### src/rtl/pushdown_stack.sv
// -----------------------------------------------------------------------------
// pushdown_stack
//
// Synchronous LIFO of WIDTH-bit words, DEPTH entries deep. One operation is
// performed per rising clock edge when Enable is high: a push (PushPop=0) or
// a pop (PushPop=1). A push while Full and a pop while Empty are ignored. The
// popped word is registered on O and held until the next successful pop.
//
// Optional feature macro: PUSHDOWN_STACK_ERR_EN
//   When defined, adds the registered output Error. It pulses high for one
//   cycle after an enabled push while Full or an enabled pop while Empty.
//
// Ports:
//   CLK      in   1      clock, rising edge active
//   Reset    in   1      asynchronous active-low reset
//   Enable   in   1      operation enable; 0 holds all state
//   PushPop  in   1      0 = push, 1 = pop
//   I        in   WIDTH  data to push
//   O        out  WIDTH  registered data from the most recent pop
//   Empty    out  1      stack holds no entries
//   Full     out  1      stack holds DEPTH entries
//   Error    out  1      (PUSHDOWN_STACK_ERR_EN only) illegal-operation flag
// -----------------------------------------------------------------------------
module pushdown_stack #(
  parameter int WIDTH = 8,
  parameter int DEPTH = 8
) (
  input  logic             CLK,
  input  logic             Reset,
  input  logic             Enable,
  input  logic             PushPop,
  input  logic [WIDTH-1:0] I,
  output logic [WIDTH-1:0] O,
  output logic             Empty,
`ifdef PUSHDOWN_STACK_ERR_EN
  output logic             Full,
  output logic             Error
`else
  output logic             Full
`endif
);

  // Index width addresses mem; pointer width also represents the value DEPTH.
  localparam int AW  = $clog2(DEPTH);
  localparam int SPW = AW + 1;

  logic [WIDTH-1:0] mem_q [DEPTH];
  logic [SPW-1:0]   sp_q;
  logic [SPW-1:0]   sp_d;
  logic [WIDTH-1:0] o_q;
  logic [WIDTH-1:0] o_d;
  logic             wr_en_s;
  logic [AW-1:0]    wr_idx_s;
  logic [AW-1:0]    rd_idx_s;
  logic             empty_s;
  logic             full_s;
`ifdef PUSHDOWN_STACK_ERR_EN
  logic             err_q;
  logic             err_d;
`endif

  // Status flags decoded from the registered pointer.
  assign empty_s = (sp_q == {SPW{1'b0}});
  assign full_s  = (sp_q == SPW'(DEPTH));

  // Push writes at sp (always < DEPTH when not full); pop reads at sp-1
  // (always >= 0 when not empty), so truncation to AW bits is safe.
  assign wr_idx_s = sp_q[AW-1:0];
  assign rd_idx_s = AW'(sp_q - SPW'(1));

  // Next-state decode for pointer, output data and error flag.
  always_comb begin
    sp_d    = sp_q;
    o_d     = o_q;
    wr_en_s = 1'b0;
`ifdef PUSHDOWN_STACK_ERR_EN
    err_d   = 1'b0;
`endif
    if (Enable) begin
      if (!PushPop) begin
        if (!full_s) begin
          wr_en_s = 1'b1;
          sp_d    = sp_q + SPW'(1);
        end else begin
`ifdef PUSHDOWN_STACK_ERR_EN
          err_d = 1'b1;
`else
          sp_d  = sp_q;
`endif
        end
      end else begin
        if (!empty_s) begin
          o_d  = mem_q[rd_idx_s];
          sp_d = sp_q - SPW'(1);
        end else begin
`ifdef PUSHDOWN_STACK_ERR_EN
          err_d = 1'b1;
`else
          sp_d  = sp_q;
`endif
        end
      end
    end else begin
      sp_d = sp_q;
    end
  end

  // Pointer, output and error registers with asynchronous reset.
  always_ff @(posedge CLK or negedge Reset) begin
    if (!Reset) begin
      sp_q  <= {SPW{1'b0}};
      o_q   <= {WIDTH{1'b0}};
`ifdef PUSHDOWN_STACK_ERR_EN
      err_q <= 1'b0;
`endif
    end else begin
      sp_q  <= sp_d;
      o_q   <= o_d;
`ifdef PUSHDOWN_STACK_ERR_EN
      err_q <= err_d;
`endif
    end
  end

  // Storage array; contents are not cleared by reset, but a write is
  // suppressed while Reset is asserted so the reset cycle has no effect.
  always_ff @(posedge CLK) begin
    if (wr_en_s && Reset) begin
      mem_q[wr_idx_s] <= I;
    end
  end

  assign O     = o_q;
  assign Empty = empty_s;
  assign Full  = full_s;
`ifdef PUSHDOWN_STACK_ERR_EN
  assign Error = err_q;
`endif

endmodule

### config.mk
export PLATFORM = sky130hd
export DESIGN_NAME = pushdown_stack
export DESIGN_NICKNAME = d
export VERILOG_FILES = /design/src/rtl/pushdown_stack.sv
export SDC_FILE = /design/constraint.sdc
export NUM_CORES = 1
export LEC_CHECK = 0
export ABC_CLOCK_PERIOD_IN_PS = 4900
export CORE_ASPECT_RATIO = 1.2
export CORE_MARGIN = 2
export CORE_UTILIZATION = 30
export CTS_CLUSTER_SIZE = 30
export DETAILED_ROUTE_END_ITERATION = 10
export HOLD_SLACK_MARGIN = 0.03
export SLEW_MARGIN = 40
export SYNTH_ARGS = -nofsm -noshare
export SYNTH_HDL_FRONTEND = slang
export SYNTH_SLANG_ARGS = --single-unit
### constraint.sdc
create_clock -name CLK -period 4.9 [get_ports CLK]
set_input_delay 0.735 -clock CLK [delete_from_list [all_inputs] [get_ports CLK]]
set_output_delay 0.735 -clock CLK [all_outputs]
set_load 0.02 [all_outputs]
# Word level (Yosys, flattened, before mapping)
# Memory sizes are Yosys's and may differ from the RTL's. A register that Yosys moved wholly into a read port is not among the register bits.
# Index checks and enable logic that the tools add are counted.
[word_totals]
ff_bits = 4
ram_bits = 64
input_bits = 12
mem_count = 1
[classes]
n_addsub = 2
n_eq_ne = 3
muxes = 8
bitwise_logic = 1
n_reduce_logical = 5
[mem_list]
columns = ["name", "words", "word_bits", "read_ports", "rd_ports_with_merged_regs", "write_ports", "line_no", "source"]
rows = [
  ["mem_q", 8, 8, 1, 1, 1, "47", "logic [WIDTH-1:0] mem_q [DEPTH];"],
]
[ops]
columns = ["cell", "n"]
rows = [
  ["$mux 4", 3],
  ["$reduce_and 3->1", 2],
  ["$mux 1", 5],
  ["$add 4x1->4 const B", 1],
  ["$eq 4x4->1 const B", 1],
  ["$logic_not 4->1", 1],
  ["$ne 2x2->1 const B", 2],
  ["$sub 4x1->4 const B", 1],
  ["$logic_and 1x1->1", 1],
  ["$logic_not 1->1", 1],
  ["$not 1->1", 1],
]

# Depth between registers and ports, before layout
[logic_depth]
ltp_word = 7
ltp_mapped = 8
depth_no_buf = 6

# Worst setup path after synthesis
# No wires, ideal clock.
[synth_timing]
kind = "reg-to-reg"
start = "register sp_q[0]"
end = "memory mem_q[3][0] (enable)"
setup_ns = 0.370
t_arrival_ns = 1.829
required_time_ns = 4.530
slack_ns = 2.701
stages_incl_launch_ff = 8
synth_period_minus_slack_ns = 2.199
cell_sequence = "dfrtp_1 buf_4 inv_1 ha_1 and3b_2 nor3_2 nand2_1 nor2_1"
[synth_between]
elab_chain_len = 7
[synth_lines]
columns = ["element", "line_no", "source"]
rows = [
  ["start: declaration", "48", "logic [SPW-1:0] sp_q;"],
  ["start signal: assignment", "111", "sp_q <= {SPW{1'b0}};"],
  ["start signal: assignment", "117", "sp_q <= sp_d;"],
  ["$eq 4x4->1", "64", "assign full_s = (sp_q == SPW'(DEPTH));"],
  ["net Full", "39", "output logic Full"],
  ["$mux 1", "81", "if (!full_s) begin"],
  ["$mux 1", "80", "if (!PushPop) begin"],
  ["$mux 1", "79", "if (Enable) begin"],
  ["$logic_and 1x1->1", "128", "if (wr_en_s && Reset) begin"],
  ["$mux 1", "128", ""],
  ["$mux 1 (not written as such)", "129", "mem_q[wr_idx_s] <= I;"],
  ["end: declaration", "47", ""],
]
# The timed path passes the listed nets, and every way through them passes these cells.

# Worst setup path after layout
[layout_timing]
start = "register sp_q[0]"
end = "output Full"
[layout_between]
elab_chain_len = 1
[layout_lines]
columns = ["element", "line_no"]
rows = [
  ["$eq 4x4->1", "64"],
  ["end: declaration", "39"],
]
# Every way passes these cells.

==> run summary <==
Lkg Pwr - 1.24 nW
Crit path DAT - 2.30 ns
Final setup violating endpoints - 0
CP Cell Sequence - inv_1, ha_1, and3b_2, clkdlybuf4s50_1
Final setup skew - 0.00649 ns
Port bufs - 21
Post_cts resized - 0
Crit-path max cell delay - 0.62 ns
Most frequent cells in the layout - edfxtp_1 (64), mux2_2 (27), clkdlybuf4s50_1 (21), o22ai_1 (16), nand2_1 (14)
Nets - 230
Cells after Synth - 191
Unrepaired setup endpoints after global routing - false
Total Routed Length - 6.39 mm
Slew Viols, Final - 0
Sinks on Clock Net - 76
TritonCTS Buffers - 9
Max-cap viol count - 0
Die W - 97.3 µm
CTS HTree Levels - 3
Number of primary I/O pins - 22
Critical-path top delay cell - dfrtp_1
Routability cong. - 0.827
Die area - 0.0113 mm²
Worst-Margin Slew - 0.701 ns
Post-detail-place hpwl - 4.38 mm
GRT Overall Usage - 12.2%
Via density - 4.76
Largest cells by area after synthesis - edfxtp_1 (61%), mux2_2 (9.7%), dfrtp_1 (9.6%)
Placement-stage cell area - 0.00344 mm²
PwrDens - 614 mW/mm²
Area growth syn-to-layout - 18.0%
Root Buffer - clkbuf_16
Initial antenna violation count - 0
Crit Path Class - reg -> out
Tmin final - 3.03 ns
Seq/Total Area, Yosys - 71.0%
Max Fclk - 330 MHz
Slew HR - 53.3%
Die H - 116 µm
Area fraction of the dominant cell type after synthesis - 61.4%
Critical path capture point type - output port
Initial Utilization - 31.0%
CTS tree - yes
CP max FO - 10
Period utilization - 61.9%
Vias in the first global route - 1,710
Fin. Hold Viols - 0
Clk buf depth - 2
CP startpoint - sp_q[0]
Hold depth - 2
First-pass GRT wire length - 9.89 mm
Overflow after GRT - 0
Fin area - 0.00369 mm²
DRC Markers - 0
Rows - 40
Vias - 1,651
Layout cell share with drive strength beyond 1 - 23.1%
CP startpoint kind - flop
Flops & latches, synth - 76
DR WL/cell - 18.4 µm
Post CTS Setup Buffer Count - 0
Commonest non-fill, non-tap cell in the layout - edfxtp_1
First-pass DRT Iterations - 4
Flop2flop setup slack - 2.05 ns
Synth warnings - 0
Largest net degree at the start of global routing - 18
Ant. Diodes - 0
Status - complete, no violations
Distinct cells, synth - 28
Clk Latency, worst-skew pair - 0.33 ns
Initial DRC Count - 152
Std-Cell Core Area - 0.0101 mm²
Mapped cell area - 0.00313 mm²
VDD IR max - 275 µV
Final setup TNS - 0 ns
Worst r2r src - sp_q[0]
Hold buffer count at CTS - 0
Clock transition at path regs - 0.05 ns
Syn nets - 205
R2R depth - 6
Reg2reg end - O[5]
HP Class - reg -> reg
Setup crit end - Full
Area leader, netlist - edfxtp_1
Synthesized area per cell - 16.4 µm²
Worst path required time - 4.16 ns
Post-route ant nets - 0
==> worst min-delay path by stage <==
stage	slack (ns)	end	from
2_1_floorplan	0.44	O[0]	Reset
3_3_place_gp	0.48	O[7]	O[7]
3_5_place_dp	0.48	O[7]	O[7]
4_1_cts	0.49	O[7]	O[7]
5_1_grt	0.53	O[3]	O[3]
6_report	0.48	O[7]	O[7]
==> layout make-up <==
class	instances	area, µm²
tap	126	158
timing repair buffer	22	218
inverter	2	7.51
multi-input combinational	105	837
clock inverter	4	16.3
clock buffer	12	236
sequential	76	2220
fill	949	6410
==> cells in the mapped netlist <==
cell type / number
o21ai_2: 1
mux2_2: 27
xnor2_1: 3
or3_1: 1
edfxtp_1: 64
nand2_2: 3
nor2_1: 10
buf_6: 2
inv_1: 2
o31ai_1: 6
a21oi_1: 1
buf_4: 5
o211ai_2: 1
nand2_1: 14
ha_1: 2
xor2_1: 4
nor3_2: 3
nand3_1: 1
nand2b_1: 1
o22ai_1: 16
and3b_2: 1
o31ai_2: 2
buf_2: 1
mux2_1: 5
a21oi_2: 1
nand2b_2: 1
dfrtp_1: 12
mux2i_1: 1
==> routing by layer <==
metal	up-vias	track usage (%)	routed length, µm
met2	57	19.0	3020
met3	8	3.62	352
met4	0	5.56	101
met1	807	16.0	2910
li1	779	-	-
met5	-	0	0
==> logic make-up (layout without fill, tap and decap cells) <==
group	after synthesis	count (layout)	synth area share, %
flops	76	76	71.0
simple gates	35	35	5.59
mux	33	33	11.8
compound gates	28	28	6.55
buf+inv	10	40	2.32
xor+xnor	7	7	1.96
fa+ha+maj	2	2	0.799
==> per-stage QoR <==
step                      setup WS (ns)  cells  power, mW  util (%)  hold slack (ns)
after floorplan                    2.70    191       1.50         -            0.439
after global placement             1.87    331       1.72      34.0            0.483
after detailed placement           1.84    331       1.71      34.0            0.475
after CTS                          1.87    347       2.28      36.5            0.487
after global routing               1.80    347       2.38      36.5            0.534
final                              1.87    347       2.27      36.5            0.482
==> worst max-delay path: cells and delay by family, from the launching register on <==
family / cells / cell delay, ns
adders and majority gates: 1 / 0.34
buffers and inverters: 2 / 0.73
and+or+nand+nor: 1 / 0.27
DFF: 1 / 0.62
==> power by group <==
part,internal (mW),total [mW],switching (mW)
registers,0.774,0.854,0.0794
logic,0.389,0.848,0.460
clock network,0.337,0.566,0.229
total,1.50,2.27,0.768
==> sequential cells by signal, indices dropped and copies added, names as in the netlist <==
signal / cells
O: 8
sp_q: 4
mem_q: 64
No activity file was read; power rests on OpenSTA's default activity.
